File: src/rtl/mips_pkg.sv
// Shared constants and types for the MIPS core front end.
// Holds the instruction-memory geometry and the fetch FSM encoding.
package mips_pkg;

  localparam logic [31:0] RESET_PC = 32'h0000_3000;
  localparam int          IM_WORDS = 1024;
  localparam int          IM_AW    = $clog2(IM_WORDS);
  localparam logic [31:0] NOP      = 32'h0000_0000;

  typedef enum logic [1:0] {
    IFU_BOOT = 2'd0,
    IFU_RUN  = 2'd1,
    IFU_ERR  = 2'd2
  } ifu_state_e;

  // True when a byte PC is word aligned and lands inside the instruction window.
  function automatic logic pc_ok(input logic [31:0] pc,
                                 input logic [31:0] base,
                                 input logic [31:0] window_bytes);
    logic [31:0] offset;
    offset = pc - base;
    return (pc[1:0] == 2'b00) && (offset < window_bytes);
  endfunction

endpackage

File: src/rtl/ifu_if.sv
// Fetch-side bundle: instruction-memory port, hazard/redirect controls and IF/ID outputs.
// The master modport is the fetch unit; the slave modport is the surrounding pipeline.
interface ifu_if;
  import mips_pkg::*;

  logic [IM_AW-1:0] imem_addr;
  logic [31:0]      imem_dout;
  logic             stall;
  logic             redirect_valid;
  logic [31:0]      redirect_pc;
  logic             ifid_valid;
  logic [31:0]      ifid_instr;
  logic [31:0]      ifid_pc;
  logic [31:0]      ifid_pc4;
  logic             fetch_err;

  modport master (
    output imem_addr,
    input  imem_dout,
    input  stall,
    input  redirect_valid,
    input  redirect_pc,
    output ifid_valid,
    output ifid_instr,
    output ifid_pc,
    output ifid_pc4,
    output fetch_err
  );

  modport slave (
    input  imem_addr,
    output imem_dout,
    output stall,
    output redirect_valid,
    output redirect_pc,
    input  ifid_valid,
    input  ifid_instr,
    input  ifid_pc,
    input  ifid_pc4,
    input  fetch_err
  );

endinterface

File: src/rtl/ifu_ifid_reg.sv
// IF/ID pipeline register: loads on enable, flush only drops the valid bit.
// Flush has priority over load so a redirect never lets a stale word through.
module ifid_reg
  import mips_pkg::*;
(
  input  logic        clk,
  input  logic        rst_n,
  input  logic        en,
  input  logic        flush,
  input  logic [31:0] fetch_instr,
  input  logic [31:0] fetch_pc,
  input  logic [31:0] fetch_pc4,
  output logic        valid,
  output logic [31:0] instr,
  output logic [31:0] pc,
  output logic [31:0] pc4
);

  logic        valid_reg;
  logic [31:0] instr_reg;
  logic [31:0] pc_reg;
  logic [31:0] pc4_reg;

  always_ff @(posedge clk) begin
    if (!rst_n) begin
      valid_reg <= 1'b0;
      instr_reg <= NOP;
      pc_reg    <= 32'd0;
      pc4_reg   <= 32'd0;
    end else if (flush) begin
      valid_reg <= 1'b0;
    end else if (en) begin
      valid_reg <= 1'b1;
      instr_reg <= fetch_instr;
      pc_reg    <= fetch_pc;
      pc4_reg   <= fetch_pc4;
    end
  end

  assign valid = valid_reg;
  assign instr = instr_reg;
  assign pc    = pc_reg;
  assign pc4   = pc4_reg;

endmodule

File: src/rtl/ifu.sv
// Instruction fetch unit: owns the PC, sequences fetch against stall/redirect,
// and traps into a sticky error state on misaligned or out-of-window PCs.
module ifu #(
  parameter logic [31:0] RESET_PC = mips_pkg::RESET_PC,
  parameter int          IM_WORDS = mips_pkg::IM_WORDS
) (
  input  logic   clk,
  input  logic   rst_n,
  ifu_if.master  bus
);
  import mips_pkg::*;

  localparam int          AW           = $clog2(IM_WORDS);
  localparam logic [31:0] WINDOW_BYTES = 32'(IM_WORDS) << 2;

  ifu_state_e  state_reg;
  logic [31:0] pc_reg;
  logic        fetch_err_reg;
  logic [31:0] pc_plus4;
  logic        in_run;
  logic        load;
  logic        flush;

  assign pc_plus4 = pc_reg + 32'd4;
  assign in_run   = (state_reg == IFU_RUN);
  assign load     = in_run && !bus.redirect_valid && !bus.stall;
  assign flush    = (in_run && bus.redirect_valid) || (state_reg == IFU_ERR);

  // Word index relative to the window base; wraps like the 32-bit offset it comes from.
  assign bus.imem_addr = AW'((pc_reg - RESET_PC) >> 2);
  assign bus.fetch_err = fetch_err_reg;

  always_ff @(posedge clk) begin
    if (!rst_n) begin
      state_reg     <= IFU_BOOT;
      pc_reg        <= RESET_PC;
      fetch_err_reg <= 1'b0;
    end else begin
      case (state_reg)
        IFU_BOOT: state_reg <= IFU_RUN;
        IFU_RUN: begin
          if (bus.redirect_valid) begin
            pc_reg <= bus.redirect_pc;
            if (!pc_ok(bus.redirect_pc, RESET_PC, WINDOW_BYTES)) begin
              state_reg     <= IFU_ERR;
              fetch_err_reg <= 1'b1;
            end
          end else if (!bus.stall) begin
            pc_reg <= pc_plus4;
            // The last word is still handed to IF/ID on this same edge.
            if (!pc_ok(pc_plus4, RESET_PC, WINDOW_BYTES)) begin
              state_reg     <= IFU_ERR;
              fetch_err_reg <= 1'b1;
            end
          end
        end
        IFU_ERR: state_reg <= IFU_ERR;
        default: begin
          state_reg     <= IFU_ERR;
          fetch_err_reg <= 1'b1;
        end
      endcase
    end
  end

  ifid_reg u_ifid_reg (
    .clk         (clk),
    .rst_n       (rst_n),
    .en          (load),
    .flush       (flush),
    .fetch_instr (bus.imem_dout),
    .fetch_pc    (pc_reg),
    .fetch_pc4   (pc_plus4),
    .valid       (bus.ifid_valid),
    .instr       (bus.ifid_instr),
    .pc          (bus.ifid_pc),
    .pc4         (bus.ifid_pc4)
  );

endmodule

File: src/flat_wrapper.sv
// flat-port wrapper written by rule: the top's interface ports become plain ports
module ifu_flat import mips_pkg::*;
#(
  parameter logic [31:0] RESET_PC = mips_pkg::RESET_PC,
  parameter int          IM_WORDS = mips_pkg::IM_WORDS
)
  (clk, rst_n, bus_imem_addr, bus_imem_dout, bus_stall, bus_redirect_valid, bus_redirect_pc, bus_ifid_valid, bus_ifid_instr, bus_ifid_pc, bus_ifid_pc4, bus_fetch_err);
  ifu_if bus_i ();
  input  logic clk;
  input  logic rst_n;
  output wire logic [$bits(bus_i.imem_addr)-1:0] bus_imem_addr;
  input wire logic [$bits(bus_i.imem_dout)-1:0] bus_imem_dout;
  input wire logic [$bits(bus_i.stall)-1:0] bus_stall;
  input wire logic [$bits(bus_i.redirect_valid)-1:0] bus_redirect_valid;
  input wire logic [$bits(bus_i.redirect_pc)-1:0] bus_redirect_pc;
  output wire logic [$bits(bus_i.ifid_valid)-1:0] bus_ifid_valid;
  output wire logic [$bits(bus_i.ifid_instr)-1:0] bus_ifid_instr;
  output wire logic [$bits(bus_i.ifid_pc)-1:0] bus_ifid_pc;
  output wire logic [$bits(bus_i.ifid_pc4)-1:0] bus_ifid_pc4;
  output wire logic [$bits(bus_i.fetch_err)-1:0] bus_fetch_err;
  assign bus_imem_addr = bus_i.imem_addr;
  assign bus_i.imem_dout = bus_imem_dout;
  assign bus_i.stall = bus_stall;
  assign bus_i.redirect_valid = bus_redirect_valid;
  assign bus_i.redirect_pc = bus_redirect_pc;
  assign bus_ifid_valid = bus_i.ifid_valid;
  assign bus_ifid_instr = bus_i.ifid_instr;
  assign bus_ifid_pc = bus_i.ifid_pc;
  assign bus_ifid_pc4 = bus_i.ifid_pc4;
  assign bus_fetch_err = bus_i.fetch_err;
  ifu #(.RESET_PC(RESET_PC), .IM_WORDS(IM_WORDS)) u_core (.clk(clk), .rst_n(rst_n), .bus(bus_i));
endmodule
File: config.mk
export PLATFORM = sky130hd
export DESIGN_NAME = ifu_flat
export DESIGN_NICKNAME = d
export VERILOG_FILES = /design/src/rtl/mips_pkg.sv /design/src/rtl/ifu_if.sv /design/src/rtl/ifu_ifid_reg.sv /design/src/rtl/ifu.sv /design/src/flat_wrapper.sv
export SDC_FILE = /design/constraint.sdc
export NUM_CORES = 1
export LEC_CHECK = 0
export ABC_AREA = 1
export BUFFER_PORTS_ARGS = -buffer_cell sky130_fd_sc_hd__buf_2
export CAP_MARGIN = 30
export CORE_UTILIZATION = 42
export CTS_CLUSTER_DIAMETER = 200
export DETAILED_ROUTE_END_ITERATION = 6
export HOLD_SLACK_MARGIN = 0.08
export PLACE_DENSITY_LB_ADDON = 0.05
export SLEW_MARGIN = 5
export SYNTH_ARGS = -nofsm -noshare
export SYNTH_HDL_FRONTEND = slang
export SYNTH_HIERARCHICAL = 1
export SYNTH_SLANG_ARGS = --single-unit
File: constraint.sdc
create_clock -name clk -period 2.4 [get_ports clk]
set_input_delay 0.36 -clock clk [delete_from_list [all_inputs] [get_ports clk]]
set_output_delay 0.36 -clock clk [all_outputs]
set_load 0.1 [all_outputs]
**Word level (Yosys, flattened, before mapping)**

Index checks and enable logic that the tools add are counted.

- Register bits after elaboration: 132
- Bits in latches: 0
- Memory bits (writable): 0
- ROM bits: 0
- Output and inout bits: 108
- Memories: 0

- $add $sub $neg: 4
- Multipliers: 0
- Divide/modulo/power cells: 0
- Order comparisons: 2
- Equal/unequal tests: 6
- Shifts and indexed selects: 0
- Mux-type cells: 12
- Bitwise logic cells: 3
- Reductions and logical operators: 17

Operators with widths:

| operator | number |
|---|---|
| < comparator 32 x 13 -> 1 bit (second input constant) | 2 |
| two-way mux 32 bit | 2 |
| subtractor 32 x 14 -> 32 bit (second input constant) | 2 |
| adder 32 x 3 -> 32 bit (second input constant) | 1 |
| subtractor 12 x 1 -> 12 bit (second input constant) | 1 |
| inequality test 3 bit (second input constant) | 3 |
| two-way mux 2 bit | 4 |
| logical NOT 2 bit | 3 |
| logical AND 1 bit | 5 |
| two-way mux 1 bit | 4 |
| case mux 2 bit (2 select lines) | 1 |
| AND reduction 2 bit | 2 |
| AND reduction 4 bit | 1 |
| OR reduction 2 bit | 2 |
| inverter 1 bit | 3 |
| AND reduction 3 bit | 1 |
| equality test 2 x 1 -> 1 bit (second input constant) | 1 |
| equality test 2 bit (second input constant) | 1 |
| logical NOT 1 bit | 2 |
| inequality test 2 x 1 -> 1 bit (second input constant) | 1 |
| case mux 1 bit (2 select lines) | 1 |
| logical OR 1 bit | 1 |

**Longest topological paths before layout**

- Depth after elaboration: 8
- Mapped depth: 21
- Gate-level depth less buffers: 21

**By module**

Netlist, hierarchy kept.

By module, submodules not included:

| module | times used | cells each | area an instance (µm²) | sequential area each (µm²) |
|---|---|---|---|---|
| ifid_reg | 1 | 624 | 4098.9 | 1941.9 |
| ifu | 1 | 563 | 3239.4 | 700.7 |

**Least setup slack after synthesis**

Ideal clock, no wire load.

- Kind: flip-flop to flip-flop
- Start point: register u_core.pc_reg[3]
- End point: register u_core.state_reg[0]
- Setup time: 0.125 ns
- Data arrival time: 2.067 ns
- Data required time: 2.275 ns
- Slack: 0.208 ns
- Cell stages (with the launch flop): 21
- Path buffers: 0
- Period minus slack after synthesis: 2.192 ns
- Cell sequence: dfxtp_1 -> ha_1 -> inv_1 -> nor2_4 -> nand2_2 -> o21ai_2 -> nand2_2 -> nor2_4 -> nand2_2 -> nor2_4 -> nand3_1 -> nand2_1 -> nand2_1 -> nand2_1 -> nor2_1 -> nand3_1 -> nand2_1 -> nand2_1 -> nand2_2 -> nand2_1 -> nor2_2

- Word-level cells in the longest chain between the ends: 6

RTL lines:

| item | line | source |
|---|---|---|
| start: declaration | ifu.sv:17 | `logic [31:0] pc_reg;` |
| start signal: assignment | ifu.sv:43 | `pc_reg <= bus.redirect_pc;` |
| start signal: assignment | ifu.sv:49 | `pc_reg <= pc_plus4;` |
| adder 32 x 3 -> 32 bit | ifu.sv:24 | `assign pc_plus4 = pc_reg + 32'd4;` |
| via u_core.pc_plus4[18] | ifu.sv:19 | `logic [31:0] pc_plus4;` |
| subtractor 32 x 14 -> 32 bit | mips_pkg.sv:21 | `offset = pc - base;` |
| < comparator 32 x 13 -> 1 bit | mips_pkg.sv:22 | `return (pc[1:0] == 2'b00) && (offset < window_bytes);` |
| logical AND 1 bit | mips_pkg.sv:22 |  |
| inequality test 3 bit (no line) | n/a |  |
| AND reduction 3 bit (no line) | n/a |  |
| end signal: assignment | ifu.sv:35 | `state_reg <= IFU_BOOT;` |
| end signal: assignment | ifu.sv:40 | `IFU_BOOT: state_reg <= IFU_RUN;` |
| end signal: assignment | ifu.sv:45 | `state_reg <= IFU_ERR;` |
| end: declaration | ifu.sv:16 | `ifu_state_e state_reg;` |

The timed path passes the listed nets, and every way through them passes these cells.
A chain may end at the register's enable or synchronous reset.

**Worst setup path after layout**

Ends and elaborated chain as after synthesis.

==> impl_metrics.csv <==
group,metric,value,unit
global_route,grt_max_degree,63,
drt,via_per_inst,4.84,
flow_run,drv_cap,0,
clock_tree,clk_path_buf_depth,2,
drt,wl_per_cell,13.9,um
placed_design,globalplace.congestion,0.866,
worst_setup_path,rr_endpoint,"u_core/state_reg[0]$_SDFFE_PN0P_",
timing,final.period_utilization,0.987,
yosys,postSynthCellCount,1187,
drt,drc,0,
floorplan,die_x,134,um
yosys,synth-xor-area-share,0.0119,
timing,slew-limit-headroom,0.387,
drt,vias,7969,
timing,setup_violations,0,
clock_tree,cts_tree,"built",
cells_and_area,finalNetCount,1482,
cells_and_area,utilization,0.591,
global_route,grt_pass1_vias,7169,
pwr,vdd_ir_drop_max,522,uV
placed_design,dp.cells,1597,
yosys,syn-cell-area,7340,sq um
floorplan,die_h,134,um
yosys,synth-simple-area-share,0.429,
worst_setup_path,cp.arrival,2680,ps
yosys,synth_fp_nets,1256,
worst_setup_path,cp-end-kind,"register",
timing,fin_skew,9.66,ps
worst_setup_path,reg2reg_from,"u_core/pc_reg[3]$_SDFFE_PN0P_",
clock_tree,cts.sinks,132,
drt,ant_nets,0,
yosys,synth_area_leaders,"dfxtp_1, nand2_1, nor2_1, nand3_1, inv_1",
clock_tree,clkTransAtPathRegs,60,ps
worst_setup_path,crit_path_start_kind,"register",
floorplan,start_util,0.436,
pwr,p_per_area,752,nW/um^2
timing,drv_slew,0,
worst_hold_path,hold_path_class,"in2reg",
timing,fmax,0.422,GHz
yosys,yosysSeqAreaShare,0.360,
timing,holdWs,194,ps
yosys,synth-adder-area-share,0.00171,
drt,wirelength,22900,um
floorplan,placementRows,47,
pwr,total_power,0.00748,W
yosys,synth_compound_area_frac,0.0730,
worst_setup_path,reg2regPathDepth,20,
timing,max_slew.worst_pin.slew,910,ps
worst_setup_path,required,2710,ps
worst_setup_path,cp-endpoint,"u_core/state_reg[0]$_SDFFE_PN0P_",
cells_and_area,synthToLayoutAreaGrowth,35.5,%
yosys,ys_seq_elements,132,
yosys,synthMuxAreaShare,0,
floorplan,core_area,16800,sq um
pwr,leakage,4.77,nW
yosys,syn_avg_cell_area,6.18,sq um
yosys,synth_warnings,6,
worst_setup_path,worstPathMaxFanout,5,
drt,first_pass_iters,7,
yosys,synth_top_family_by_area,"simple AND/OR/NAND/NOR gates",
clock_tree,clock_latency,420,ps
worst_setup_path,crit_type,"reg2reg",
timing,finalHoldViolCount,0,
global_route,antenna_found_initial,0,
timing,rsz0062_at_grt,"true",
global_route,overflow,0,
status,status,"completed",
timing,period_needed,2370,ps
yosys,yosysTopAreaCellShare,0.360,
clock_tree,cts_made_buffers,17,
placed_design,dpl.hpwl,16500,um
cells_and_area,drive_gt1_frac,0.306,
cells_and_area,final_cells,1645,
placed_design,port-buffer-count,175,
yosys,ys_types,32,
drt,drt_iter0_markers,526,
global_route,grt_pass1_wl,36600,um
global_route,grt_use_total,0.258,
floorplan,die_area,18000,sq um
cells_and_area,antenna_cells,0,
yosys,synth_area_leader_cell,"dfxtp_1",
clock_tree,holdBufCountCts,0,
clock_tree,cts-htree-levels,4,
floorplan,ioPinCount,176,
clock_tree,clockRootBuffer,"clkbuf_16",
worst_setup_path,cp-startpoint,"u_core/pc_reg[3]$_SDFFE_PN0P_",
worst_setup_path,r2r_setup_slack,30,ps
cells_and_area,fill_cells,1700,
-- per-stage QoR --
step / setup WS (ps) / cell area, sq um / setup TNS (ps)
2_1_floorplan: 208 / 7340 / 0
3_3_place_gp: -53.0 / 8860 / -113
3_5_place_dp: -88.8 / 8860 / -157
4_1_cts: 0.805 / 9560 / 0
5_1_grt: -163 / 9940 / -453
6_report: 31.7 / 9940 / 0
-- where the power goes --
group	total [W]	switching, W	internal (W)
Sequential	0.00246	0.000118	0.00234
Combinational	0.00211	0.00154	0.000579
Clock	0.00291	0.00101	0.00190
-- cell usage after synthesis --
library cell    n
a21oi_1        42
a221oi_1       14
a31oi_1         2
and2_1          1
buf_1           9
buf_2          13
buf_4          19
clkbuf_1       26
clkinv_1        1
dfxtp_1       132
ha_1            1
inv_1         147
inv_2           4
nand2_1       263
nand2_2        20
nand2_4         2
nand3_1       134
nand3b_1        7
nand4_1         6
nor2_1        263
nor2_2         19
nor2_4          8
nor3_1          5
nor4_1          2
o21ai_0        28
o21ai_1         3
o21ai_2         2
o221ai_1        2
or2_2           1
or3b_2          1
xnor2_1         5
xor2_1          5
-- timing repair --
action                                  in CTS  in global routing
gates cloned                                 0                  0
resized for setup                           13                 92
setup buffers                                1                 16
pin swaps                                    1                 31
endpoints found under the setup margin       3                  3
-- critical path, cell delays in order (launching register included) --
cell and delay (ps):
dfxtp_4 380, ha_4 160, inv_2 50, nor2_4 190, nand2_4 100, o21ai_2 130, nand2_2 120, nor2_4 150
nand2_2 70, nor2_4 170, nand3_2 120, nand2_1 80, nand2_1 60, nand2_2 70, nor2_4 40, nand3_2 60
nand2_1 60, nand2_1 60, nand2_2 60, nand2_1 80, nor2_2 30
-- logic make-up (layout without fill, tap and decap cells) --
logic type	Yosys count	in the layout
AND/OR/NAND/NOR	732	732
XOR/XNOR	10	10
adder cells (fa/ha/maj)	1	1
AO/OA/AOI/OAI	93	93
buffers and inverters	219	457
flip-flops	132	132
-- per-layer routing --
layer,track usage,share of wire,up-vias
li1,-,-,4143
met1,0.356,0.47,3532
met2,0.396,0.44,261
met3,0.0499,0.067,33
met4,0.0955,0.022,0
met5,0,0,-
-- placed cells by master (no fill, tap or decap), types with 3 or more instances in the layout --
| master | count |
|---|---|
| nand2_1 | 246 |
| nor2_1 | 241 |
| buf_2 | 174 |
| inv_1 | 144 |
| nand3_1 | 127 |
| dfxtp_1 | 111 |
| buf_4 | 93 |
| a21oi_1 | 42 |
| nand2_2 | 34 |
| nor2_2 | 27 |
| o21ai_0 | 26 |
| nor2_4 | 22 |
| clkbuf_16 | 17 |
| a221oi_1 | 14 |
| dfxtp_4 | 11 |
| dfxtp_2 | 10 |
| inv_2 | 7 |
| nand3_2 | 7 |
| nand3b_1 | 7 |
| buf_12 | 7 |
| nand4_1 | 6 |
| bufinv_16 | 5 |
| nand2_4 | 5 |
| xnor2_1 | 5 |
| clkinv_4 | 4 |
| o21ai_1 | 4 |
| xor2_1 | 4 |
| o21ai_2 | 3 |
| nor3_1 | 3 |
-- worst min-delay path by stage --
stage | startpoint | to | slack [ps] | cells after the start
2_1_floorplan | u_core/pc_reg[0]$_SDFFE_PN0P_ | u_core/pc_reg[0]$_SDFFE_PN0P_ | 460 | 2
3_3_place_gp | u_core/u_ifid_reg/instr[24]$_SDFFE_PN0P_ | u_core/u_ifid_reg/instr[24]$_SDFFE_PN0P_ | 460 | 2
3_5_place_dp | u_core/bus.fetch_err$_SDFFE_PN0P_ | u_core/bus.fetch_err$_SDFFE_PN0P_ | 450 | 2
4_1_cts | bus_redirect_pc[3] | u_core/pc_reg[3]$_SDFFE_PN0P_ | 180 | 3
5_1_grt | bus_redirect_pc[2] | u_core/pc_reg[2]$_SDFFE_PN0P_ | 200 | 3
6_report | bus_redirect_pc[3] | u_core/pc_reg[3]$_SDFFE_PN0P_ | 190 | 3
-- layout make-up --
class / count / area [sq um] / area share
Tap cell: 220 / 275 / 0.0277
Sequential cell: 132 / 2700 / 0.271
Multi-Input combinational cell: 836 / 4040 / 0.406
Clock inverter: 11 / 199 / 0.0200
Clock buffer: 20 / 457 / 0.0459
Timing Repair Buffer: 274 / 1710 / 0.172
Inverter: 152 / 571 / 0.0574
Power figures use the tool's default switching activity.
